**src/rtl/modinv_helper_pkg.sv**
```systemverilog
// Shared constants for the modular-inverse helpers: word width, clog2 and
// the per-pass cycle window boundaries expressed relative to the operand word count n.
package modinv_helper_pkg;

    localparam int WORD_W = 32;

    function automatic int clog2(input int value);
        int r;
        r = 0;
        for (int i = 0; i < 31; i++) begin
            if ((1 << i) < value) begin
                r = i + 1;
            end
        end
        return r;
    endfunction

    localparam int RD_FIRST  = 1;
    localparam int DAT_FIRST = 2;
    localparam int WR_FIRST  = 3;

    function automatic int proc_num_cycles(input int n);
        return n + 3;
    endfunction

    function automatic int rd_last(input int n);
        return n;
    endfunction

    function automatic int dat_last(input int n);
        return n + 1;
    endfunction

    function automatic int wr_last(input int n);
        return n + 2;
    endfunction

endpackage

```
**src/rtl/modinv_helper_reduce_precalc_if.sv**
```systemverilog
// Control handshake plus S/Q read and U/V write buffer ports of the reduce precalc helper.
// slave = the helper itself, master = controller and buffer side.
interface modinv_helper_reduce_precalc_if #(
    parameter int BUFFER_ADDR_BITS = 4
);
    import modinv_helper_pkg::*;

    logic                        ena;
    logic                        rdy;
    logic                        k_is_nul;
    logic                        s_is_odd;
    logic [BUFFER_ADDR_BITS-1:0] s_addr;
    logic [BUFFER_ADDR_BITS-1:0] q_addr;
    logic [WORD_W-1:0]           s_din;
    logic [WORD_W-1:0]           q_din;
    logic [BUFFER_ADDR_BITS-1:0] u_addr;
    logic                        u_wren;
    logic [WORD_W-1:0]           u_dout;
    logic [BUFFER_ADDR_BITS-1:0] v_addr;
    logic                        v_wren;
    logic [WORD_W-1:0]           v_dout;

    modport slave (
        input  ena, k_is_nul, s_din, q_din,
        output rdy, s_is_odd, s_addr, q_addr,
               u_addr, u_wren, u_dout, v_addr, v_wren, v_dout
    );

    modport master (
        output ena, k_is_nul, s_din, q_din,
        input  rdy, s_is_odd, s_addr, q_addr,
               u_addr, u_wren, u_dout, v_addr, v_wren, v_dout
    );

endinterface

```
**src/rtl/modinv_helper_addsub32_carry.sv**
```systemverilog
// 32-bit adder with carry-in/carry-out for word-serial multi-word arithmetic.
// Latency: combinational, no backpressure.
module modinv_helper_addsub32_carry
    import modinv_helper_pkg::*;
(
    input  logic [WORD_W-1:0] a_dat,
    input  logic [WORD_W-1:0] b_dat,
    input  logic              ci,
    output logic [WORD_W-1:0] sum_dat,
    output logic              co
);

    assign {co, sum_dat} = {1'b0, a_dat} + {1'b0, b_dat} + {{WORD_W{1'b0}}, ci};

endmodule

```
**src/rtl/modinv_helper_reduce_precalc.sv**
```systemverilog
// Word-serial producer of U = S>>1 and V = (S+Q)>>1 (full width incl. top carry); latency N+3 clocks
// ena->rdy, no backpressure (ena ignored while busy). Option: MODINV_HELPER_PRECALC_V_GATE_EN gates V writes by S parity.
module modinv_helper_reduce_precalc
    import modinv_helper_pkg::*;
#(
    parameter int BUFFER_NUM_WORDS = 9,
    parameter int BUFFER_ADDR_BITS = 4
) (
    input logic                          clk,
    input logic                          rst_n,
    modinv_helper_reduce_precalc_if.slave bus
);

    localparam int N        = BUFFER_NUM_WORDS;
    localparam int CNT_BITS = clog2(proc_num_cycles(N));

    typedef logic [CNT_BITS-1:0]         cnt_t;
    typedef logic [BUFFER_ADDR_BITS-1:0] addr_t;

    localparam cnt_t C_RD_FIRST  = cnt_t'(RD_FIRST);
    localparam cnt_t C_RD_LAST   = cnt_t'(rd_last(N));
    localparam cnt_t C_DAT_FIRST = cnt_t'(DAT_FIRST);
    localparam cnt_t C_DAT_LAST  = cnt_t'(dat_last(N));
    localparam cnt_t C_WR_FIRST  = cnt_t'(WR_FIRST);
    localparam cnt_t C_WR_LAST   = cnt_t'(wr_last(N));

    cnt_t              cnt_q, cnt_d;
    addr_t             rd_addr_q, rd_addr_d;
    logic              carry_q, carry_d;
    logic [WORD_W-1:0] s_prev_q, s_prev_d;
    logic [WORD_W-1:0] sum_prev_q, sum_prev_d;
    logic              s_is_odd_q, s_is_odd_d;

    logic [WORD_W-1:0] sum_lo;
    logic              sum_co;
    logic              rd_win, dat_win, wr_win, wr_top;
    logic              wr_en;
    cnt_t              wr_idx;

    modinv_helper_addsub32_carry u_add (
        .a_dat   (bus.s_din),
        .b_dat   (bus.q_din),
        .ci      (carry_q),
        .sum_dat (sum_lo),
        .co      (sum_co)
    );

    assign rd_win  = (cnt_q >= C_RD_FIRST)  && (cnt_q <= C_RD_LAST);
    assign dat_win = (cnt_q >= C_DAT_FIRST) && (cnt_q <= C_DAT_LAST);
    assign wr_win  = (cnt_q >= C_WR_FIRST)  && (cnt_q <= C_WR_LAST);
    assign wr_top  = (cnt_q == C_WR_LAST);
    assign wr_idx  = cnt_q - C_WR_FIRST;

    always_ff @(posedge clk) begin
        if (!rst_n) begin
            cnt_q      <= '0;
            rd_addr_q  <= '0;
            carry_q    <= 1'b0;
            s_prev_q   <= '0;
            sum_prev_q <= '0;
            s_is_odd_q <= 1'b0;
        end else begin
            cnt_q      <= cnt_d;
            rd_addr_q  <= rd_addr_d;
            carry_q    <= carry_d;
            s_prev_q   <= s_prev_d;
            sum_prev_q <= sum_prev_d;
            s_is_odd_q <= s_is_odd_d;
        end
    end

    always_comb begin
        cnt_d      = cnt_q;
        rd_addr_d  = '0;
        carry_d    = carry_q;
        s_prev_d   = s_prev_q;
        sum_prev_d = sum_prev_q;
        s_is_odd_d = s_is_odd_q;

        if (cnt_q == '0) begin
            cnt_d = bus.ena ? cnt_t'(1) : '0;
        end else if (cnt_q == C_WR_LAST) begin
            cnt_d = '0;
        end else begin
            cnt_d = cnt_q + cnt_t'(1);
        end

        if (rd_win) begin
            rd_addr_d = rd_addr_q + addr_t'(1);
        end

        // Carry chain starts fresh each pass; it is held after the last word for the top-word shift-in.
        if (cnt_q <= C_RD_FIRST) begin
            carry_d = 1'b0;
        end else if (dat_win) begin
            s_prev_d   = bus.s_din;
            sum_prev_d = sum_lo;
            carry_d    = sum_co;
        end

        if (cnt_q == C_DAT_FIRST) begin
            s_is_odd_d = bus.s_din[0];
        end
    end

    always_comb begin
        bus.rdy      = (cnt_q == '0);
        bus.s_is_odd = s_is_odd_q;
        bus.s_addr   = rd_addr_q;
        bus.q_addr   = rd_addr_q;

        wr_en      = wr_win && !bus.k_is_nul;
        bus.u_wren = wr_en;
`ifdef MODINV_HELPER_PRECALC_V_GATE_EN
        bus.v_wren = wr_en && s_is_odd_q;
`else
        bus.v_wren = wr_en;
`endif

        bus.u_addr = '0;
        bus.v_addr = '0;
        bus.u_dout = '0;
        bus.v_dout = '0;
        if (wr_win) begin
            bus.u_addr = BUFFER_ADDR_BITS'(wr_idx);
            bus.v_addr = BUFFER_ADDR_BITS'(wr_idx);
            // Each output word takes its MSB from the next-higher input word; the top word takes 0 / the final carry.
            if (wr_top) begin
                bus.u_dout = {1'b0,    s_prev_q[WORD_W-1:1]};
                bus.v_dout = {carry_q, sum_prev_q[WORD_W-1:1]};
            end else begin
                bus.u_dout = {bus.s_din[0], s_prev_q[WORD_W-1:1]};
                bus.v_dout = {sum_lo[0],    sum_prev_q[WORD_W-1:1]};
            end
        end
    end

endmodule
```
**src/flat_wrapper.sv**
```systemverilog
// flat-port wrapper written by rule: the top's interface ports become plain ports
module modinv_helper_reduce_precalc_flat import modinv_helper_pkg::*;
#(
    parameter int BUFFER_NUM_WORDS = 9,
    parameter int BUFFER_ADDR_BITS = 4
)
  (clk, rst_n, bus_ena, bus_k_is_nul, bus_s_din, bus_q_din, bus_rdy, bus_s_is_odd, bus_s_addr, bus_q_addr, bus_u_addr, bus_u_wren, bus_u_dout, bus_v_addr, bus_v_wren, bus_v_dout);
  modinv_helper_reduce_precalc_if #(.BUFFER_ADDR_BITS(BUFFER_ADDR_BITS)) bus_i ();
  input logic clk;
  input logic rst_n;
  input wire logic [$bits(bus_i.ena)-1:0] bus_ena;
  input wire logic [$bits(bus_i.k_is_nul)-1:0] bus_k_is_nul;
  input wire logic [$bits(bus_i.s_din)-1:0] bus_s_din;
  input wire logic [$bits(bus_i.q_din)-1:0] bus_q_din;
  output wire logic [$bits(bus_i.rdy)-1:0] bus_rdy;
  output wire logic [$bits(bus_i.s_is_odd)-1:0] bus_s_is_odd;
  output wire logic [$bits(bus_i.s_addr)-1:0] bus_s_addr;
  output wire logic [$bits(bus_i.q_addr)-1:0] bus_q_addr;
  output wire logic [$bits(bus_i.u_addr)-1:0] bus_u_addr;
  output wire logic [$bits(bus_i.u_wren)-1:0] bus_u_wren;
  output wire logic [$bits(bus_i.u_dout)-1:0] bus_u_dout;
  output wire logic [$bits(bus_i.v_addr)-1:0] bus_v_addr;
  output wire logic [$bits(bus_i.v_wren)-1:0] bus_v_wren;
  output wire logic [$bits(bus_i.v_dout)-1:0] bus_v_dout;
  assign bus_i.ena = bus_ena;
  assign bus_i.k_is_nul = bus_k_is_nul;
  assign bus_i.s_din = bus_s_din;
  assign bus_i.q_din = bus_q_din;
  assign bus_rdy = bus_i.rdy;
  assign bus_s_is_odd = bus_i.s_is_odd;
  assign bus_s_addr = bus_i.s_addr;
  assign bus_q_addr = bus_i.q_addr;
  assign bus_u_addr = bus_i.u_addr;
  assign bus_u_wren = bus_i.u_wren;
  assign bus_u_dout = bus_i.u_dout;
  assign bus_v_addr = bus_i.v_addr;
  assign bus_v_wren = bus_i.v_wren;
  assign bus_v_dout = bus_i.v_dout;
  modinv_helper_reduce_precalc #(.BUFFER_NUM_WORDS(BUFFER_NUM_WORDS), .BUFFER_ADDR_BITS(BUFFER_ADDR_BITS)) u_core (.clk(clk), .rst_n(rst_n), .bus(bus_i));
endmodule
```
**config.mk**
```make
export PLATFORM = sky130hd
export DESIGN_NAME = modinv_helper_reduce_precalc_flat
export DESIGN_NICKNAME = d
export VERILOG_FILES = /design/src/rtl/modinv_helper_pkg.sv /design/src/rtl/modinv_helper_reduce_precalc_if.sv /design/src/rtl/modinv_helper_addsub32_carry.sv /design/src/rtl/modinv_helper_reduce_precalc.sv /design/src/flat_wrapper.sv
export SDC_FILE = /design/constraint.sdc
export NUM_CORES = 1
export LEC_CHECK = 0
export ABC_AREA = 1
export BUFFER_PORTS_ARGS = -buffer_cell sky130_fd_sc_hd__buf_4
export CAP_MARGIN = 0
export CELL_PAD_IN_SITES_DETAIL_PLACEMENT = 1
export CELL_PAD_IN_SITES_GLOBAL_PLACEMENT = 1
export CORE_MARGIN = 10
export CORE_UTILIZATION = 40
export CTS_BUF_LIST = sky130_fd_sc_hd__clkbuf_2
export CTS_CLUSTER_SIZE = 25
export DETAILED_ROUTE_END_ITERATION = 12
export PLACE_DENSITY_LB_ADDON = 0.1
export SYNTH_ARGS = -nofsm -noshare
export SYNTH_HDL_FRONTEND = slang
export SYNTH_SLANG_ARGS = --single-unit
```
**constraint.sdc**
```tcl
create_clock -name clk -period 3.3 [get_ports clk]
set_clock_uncertainty 0.05 [all_clocks]
set_input_delay 0.66 -clock clk [delete_from_list [all_inputs] [get_ports clk]]
set_output_delay 0.66 -clock clk [all_outputs]
set_load 0.005 [all_outputs]
```
==> impl_metrics.env, run 1 <==
export IMPL_io_buffers=151
export IMPL_cts_buffers=9
export IMPL_place_congestion=0.875
export IMPL_fin_ws_ns=0.290
export IMPL_min_period_over_period=0.912
export IMPL_drt_wl_total_mm=18.8
export IMPL_synth_seq_area_share=0.257
export IMPL_hold_viol_final=0
export IMPL_crit_path_start_kind="register"
export IMPL_post_drt_wl_per_cell_microns=14.7
export IMPL_antenna_found_initial=1
export IMPL_core_area_sq_um=13800
export IMPL_synth_seq_cells=72
export IMPL_crit_required_ns=2.59
export IMPL_grt_overflow=0
export IMPL_async_flop_share=0
export IMPL_tightest_slew_ns=0.707
export IMPL_power_per_cell_area_nw_per_um2=311
export IMPL_clkSinkCount=72
export IMPL_fmax_mhz=332
export IMPL_dieWidth_microns=138
export IMPL_syn_cell_area_sq_um=5610
export IMPL_setup_viol=0
export IMPL_synth_warnings=0
export IMPL_yosys_top_cells_area="dfxtp_1, nand2_1, inv_1, nor2_1, ha_1"
export IMPL_htree_levels=3
export IMPL_fillCellCount=1972
export IMPL_p_leak_nw=3.76
export IMPL_grt_busiest_layer="met2"
export IMPL_start_util=0.406
export IMPL_rsz0062_at_grt="false"
export IMPL_yosysTopAreaCell="dfxtp_1"
export IMPL_clk_pin_slew_ns=0.24
export IMPL_postCtsHoldBufs=0
export IMPL_synth_edf_count=0
export IMPL_ioPinCount=152
export IMPL_rows=43
export IMPL_max_slew_margin=0.527
export IMPL_cts_buffer_depth=2
export IMPL_use_met2=0.337
export IMPL_drt_iter0_drc=232
export IMPL_setup_tns_final_ns=0
export IMPL_holdWs_ns=0.245
export IMPL_fp_dieH_microns=138
export IMPL_cp_end_kind="primary output"
export IMPL_vias=6137
export IMPL_grt_usage=0.191
export IMPL_met1_usage=0.225
export IMPL_multi_input_area_sq_um=3140
export IMPL_status="finished clean"
export IMPL_synth_cell_types=30
export IMPL_nets=1203
export IMPL_max_cap_violations=0
export IMPL_final_seq_area_sq_um=1440
export IMPL_die_area_sq_um=19200
export IMPL_cp_max_fo=25
export IMPL_area_growth_pct=24.1
export IMPL_slew_viol_final=0
export IMPL_yosys_area_top_type_share=0.257
export IMPL_tritoncts="done"
export IMPL_final_util=0.503
export IMPL_grtUsageMet3=0.0418
export IMPL_dp_slack_ns=0.640
export IMPL_final_cell_mix="nand2_1, inv_1, buf_4"
export IMPL_avgSynthCellArea_sq_um=5.83
export IMPL_synth_nets=1069
export IMPL_drc=0
export IMPL_insertion_delay_ns=0.60
export IMPL_synth_ff_type="dfxtp_1"
export IMPL_ant_nets=0
export IMPL_dpl_hpwl_mm=15.5
export IMPL_vias_per_cell=4.79
export IMPL_hold_path_class="input pin to register"
export IMPL_grt_max_degree=53
export IMPL_syn_inst=962
export IMPL_post_cts_setup_buffer_count=0
export IMPL_mostFrequentLayoutCell="nand2_1"
export IMPL_irDropWorstVdd_mv=0.144
export IMPL_criticalPathCategory="register to primary output"
export IMPL_cts_resized=0
export IMPL_arrival_ns=2.30
export IMPL_root_buffer="clkbuf_2"
export IMPL_drtPass1Iterations=5
export IMPL_grt_pass1_vias=6263
export IMPL_grt_pass1_wl_mm=30.7
export IMPL_period_needed_ns=3.01
export IMPL_drive_gt1_frac=0.165
[logic make-up (layout without fill, tap and decap cells)]
group,after synthesis,after routing,share of synthesized area
adder cells (fa/ha/maj),39,39,0.0897
flip-flops,72,72,0.257
buffers and inverters,255,393,0.186
AO/OA/AOI/OAI,150,150,0.137
other,0,1,0
AND/OR/NAND/NOR,429,429,0.304
XOR/XNOR,17,17,0.0265
[state kept, by name, indices dropped and copies added (netlist names)]
register,cells
u_core.carry_q,1
u_core.cnt_q,4
u_core.s_prev_q,31
u_core.bus.q_addr,4
u_core.bus.s_is_odd,1
u_core.sum_prev_q,31
[worst max-delay path, cell delays in order, from the launching register on]
cell,delay (ns)
dfxtp_1,0.42
ha_1,0.24
inv_1,0.10
nand2_1,0.10
o21ai_4,0.29
buf_4,0.33
nor2_1,0.06
buf_4,0.13
[layer usage]
layer / vias up / wire [microns]
met5: - / 0
met4: 0 / 277
met3: 17 / 912
met2: 120 / 9200
met1: 2832 / 8410
li1: 3168 / -
[final timing paths]
kind | startpoint | endpoint | slack [ns] | cells after the start
max | u_core.cnt_q[0]$_SDFF_PN0_ | bus_u_dout[12] | 0.29 | 7
min | bus_s_din[24] | u_core.s_prev_q[24]$_SDFFE_PN0P_ | 0.25 | 3
max reg2reg | u_core.cnt_q[0]$_SDFF_PN0_ | u_core.sum_prev_q[23]$_SDFFE_PN0P_ | 1.04 | 12
min reg2reg | u_core.s_prev_q[12]$_SDFFE_PN0P_ | u_core.s_prev_q[12]$_SDFFE_PN0P_ | 0.42 | 2
[final cells by class]
cell class,instances,area share
Sequential cell,72,0.207
Clock inverter,5,0.0117
Inverter,220,0.119
Tap cell,180,0.0324
Timing Repair Buffer,158,0.172
Antenna cell,1,0.000359
Multi-Input combinational cell,635,0.451
Clock buffer,10,0.00719
[report_power, final]
part,switching [mW],internal [mW]
clock network,0.373,0.251
registers,0.0124,0.896
logic,0.395,0.237
total,0.780,1.38
[metrics by stage]
step / instance area, sq um / power (mW) / instances
global route: 6960 / 2.30 / 1281
floorplan: 5610 / 1.33 / 962
CTS: 6960 / 2.19 / 1280
global placement: 6830 / 1.54 / 1265
finish: 6960 / 2.16 / 1281
detailed placement: 6830 / 1.56 / 1265
[synthesized netlist by cell type (7+ instances only)]
| master | number |
|---|---|
| a21oi_1 | 87 |
| buf_4 | 9 |
| clkbuf_1 | 12 |
| dfxtp_1 | 72 |
| ha_1 | 37 |
| inv_1 | 213 |
| nand2_1 | 233 |
| nand3_1 | 48 |
| nor2_1 | 133 |
| nor3_1 | 7 |
| o21ai_0 | 19 |
| o21ai_1 | 37 |
| xor2_1 | 14 |
No activity file was read; power rests on OpenSTA's default activity.
==> run 2: changes to the inputs <==
Settings changed: BUFFER_PORTS_ARGS -buffer_cell sky130_fd_sc_hd__buf_4 to unset, CORE_UTILIZATION 40 to 45, DONT_BUFFER_PORTS set to 1, SKIP_CTS_REPAIR_TIMING set to 1.
==> impl_metrics.env, run 2 (same netlist as run 1, synthesis figures left out) <==
export IMPL_grt_usage=0.211
export IMPL_cpLargestDelayFamily="buffers and inverters"
export IMPL_insertion_delay_ns=0.56
export IMPL_internal_power_mw=1.16
export IMPL_htree_levels=3
export IMPL_tritoncts="done"
export IMPL_power_per_cell_area_nw_per_um2=326
export IMPL_root_buffer="clkbuf_2"
export IMPL_dieWidth_microns=132
export IMPL_min_period_over_period=0.911
export IMPL_crit_required_ns=2.59
export IMPL_core_area_sq_um=12100
export IMPL_start_util=0.463
export IMPL_rrSetupSlack_ns=0.72
export IMPL_diodes=0
export IMPL_post_drt_wl_per_cell_microns=16.5
export IMPL_p_total_mw=1.87
export IMPL_sw_frac_of_total=0.380
export IMPL_slew_viol_final=0
export IMPL_setup_viol=0
export IMPL_place_inst=1099
export IMPL_area_growth_pct=2.21
export IMPL_seqPwrFrac=0.486
export IMPL_cp_end_kind="primary output"
export IMPL_grt_overflow=0
export IMPL_arrival_ns=2.30
export IMPL_period_needed_ns=3.01
export IMPL_rows=40
export IMPL_rsz0062_at_grt="false"
export IMPL_nets=1050
export IMPL_status="finished clean"
export IMPL_critical_path_max_stage_delay_ns=0.41
export IMPL_fp_dieH_microns=132
export IMPL_irDropWorstVdd_mv=0.179
export IMPL_path_cells="ha_1 -> inv_1 -> nand2_1 -> o21ai_4 -> buf_6 -> nor2_1"
export IMPL_drtPass1Iterations=4
export IMPL_tightest_slew_ns=0.930
export IMPL_ioPinCount=152
export IMPL_drc=0
export IMPL_max_slew_margin=0.376
export IMPL_final_util=0.473
export IMPL_dpl_hpwl_mm=14.9
export IMPL_switching_power_mw=0.711
export IMPL_max_cap_violations=0
export IMPL_worst_path_buf_inv=2
export IMPL_vias=5613
export IMPL_grt_pass1_wl_mm=30.6
export IMPL_largestRegisters="u_core.s_prev_q x31, u_core.sum_prev_q x31"
export IMPL_drive_gt1_frac=0.0286
export IMPL_stdcell_count=1113
export IMPL_criticalPathCategory="register to primary output"
export IMPL_vias_per_cell=5.04
export IMPL_grt_max_degree=43
export IMPL_worst_path_max_delay_cell="dfxtp_1"
export IMPL_cts_buffer_depth=2
export IMPL_ant_nets=0
export IMPL_clkSinkCount=72
export IMPL_clk_pin_slew_ns=0.20
export IMPL_comb_power_share=0.290
export IMPL_cp_max_fo=35
export IMPL_antenna_found_initial=0
export IMPL_crit_path_start_kind="register"
export IMPL_cts_buffers=9
export IMPL_place_congestion=0.900
export IMPL_hold_path_class="input pin to register"
export IMPL_drt_iter0_drc=210
export IMPL_p_clk_frac=0.224
export IMPL_die_area_sq_um=17300
export IMPL_holdWs_ns=0.160
export IMPL_p_leak_nw=2.95
export IMPL_final_cell_mix="nand2_1, inv_1, nor2_1"
export IMPL_hold_viol_final=0
export IMPL_fmax_mhz=333
export IMPL_drt_wl_total_mm=18.4
export IMPL_mostFrequentLayoutCell="nand2_1"
export IMPL_grt_pass1_vias=6032
export IMPL_setup_tns_final_ns=0
export IMPL_io_buffers=0
run 2: changes by cell type in the layout (fill, tap and decap cells not counted), sizes merged:
| cell | previous run | this run |
|---|---|---|
| inv | 220 | 219 |
| clkinvlp | 1 | 0 |
| bufinv | 2 | 0 |
| clkbuf | 10 | 11 |
| diode | 1 | 0 |
| clkinv | 2 | 3 |
| o21ai | 56 | 57 |
| buf | 158 | 4 |
run 2: metal layers:
| metal | up-vias | track usage | part of all wire |
|---|---|---|---|
| li1 | 2862 | - | - |
| met1 | 2612 | 0.251 | 0.45 |
| met2 | 119 | 0.364 | 0.47 |
| met3 | 20 | 0.0560 | 0.062 |
| met4 | 0 | 0.0618 | 0.014 |
| met5 | - | 0 | 0 |
run 2: layout make-up:
cell class                 instances  area (sq um)
fill                            1766          6380
multi-input combinational        636          3150
sequential                        72          1440
inverter                         220           826
tap                              168           210
clock buffer                      11          55.1
timing repair buffer               4          46.3
clock inverter                     2          10.0
run 2: worst register-to-register path, stage by stage (launching register included):
cell and delay (ns):
dfxtp_1 0.48, inv_1 0.14, ha_1 0.22, o21ai_1 0.12, inv_1 0.05, or2_4 0.23, inv_2 0.08, nor2_4 0.04
inv_2 0.41, buf_4 0.41, a21oi_1 0.15, nand2_1 0.11, inv_1 0.04
run 2: power groups by stage:
| stage | sequential, mW | clock (mW) | combinational [mW] |
|---|---|---|---|
| 2_1_floorplan | 0.923 | 0 | 0.410 |
| 3_3_place_gp | 0.926 | 0 | 0.523 |
| 3_5_place_dp | 0.928 | 0 | 0.541 |
| 4_1_cts | 0.910 | 0.436 | 0.545 |
| 5_1_grt | 0.914 | 0.475 | 0.627 |
| 6_report | 0.909 | 0.420 | 0.543 |
run 2: per-stage QoR:
| stage | cell area [sq um] | worst slack [ns] |
|---|---|---|
| after floorplan | 5610 | 1.00 |
| after global placement | 5660 | 0.794 |
| after detailed placement | 5660 | 0.723 |
| after CTS | 5720 | 0.0983 |
| after global routing | 5730 | 0.0667 |
| final | 5730 | 0.293 |
run 2: path summary, 6_finish.rpt:
| kind | startpoint | end | cells after the start |
|---|---|---|---|
| setup reg to reg | u_core.cnt_q[0]$_SDFF_PN0_ | u_core.sum_prev_q[27]$_SDFFE_PN0P_ | 12 |
| setup / recovery | u_core.cnt_q[0]$_SDFF_PN0_ | bus_v_wren | 6 |
| hold / removal | rst_n | u_core.s_prev_q[1]$_SDFFE_PN0P_ | 2 |
| hold reg to reg | u_core.s_prev_q[22]$_SDFFE_PN0P_ | u_core.s_prev_q[22]$_SDFFE_PN0P_ | 2 |
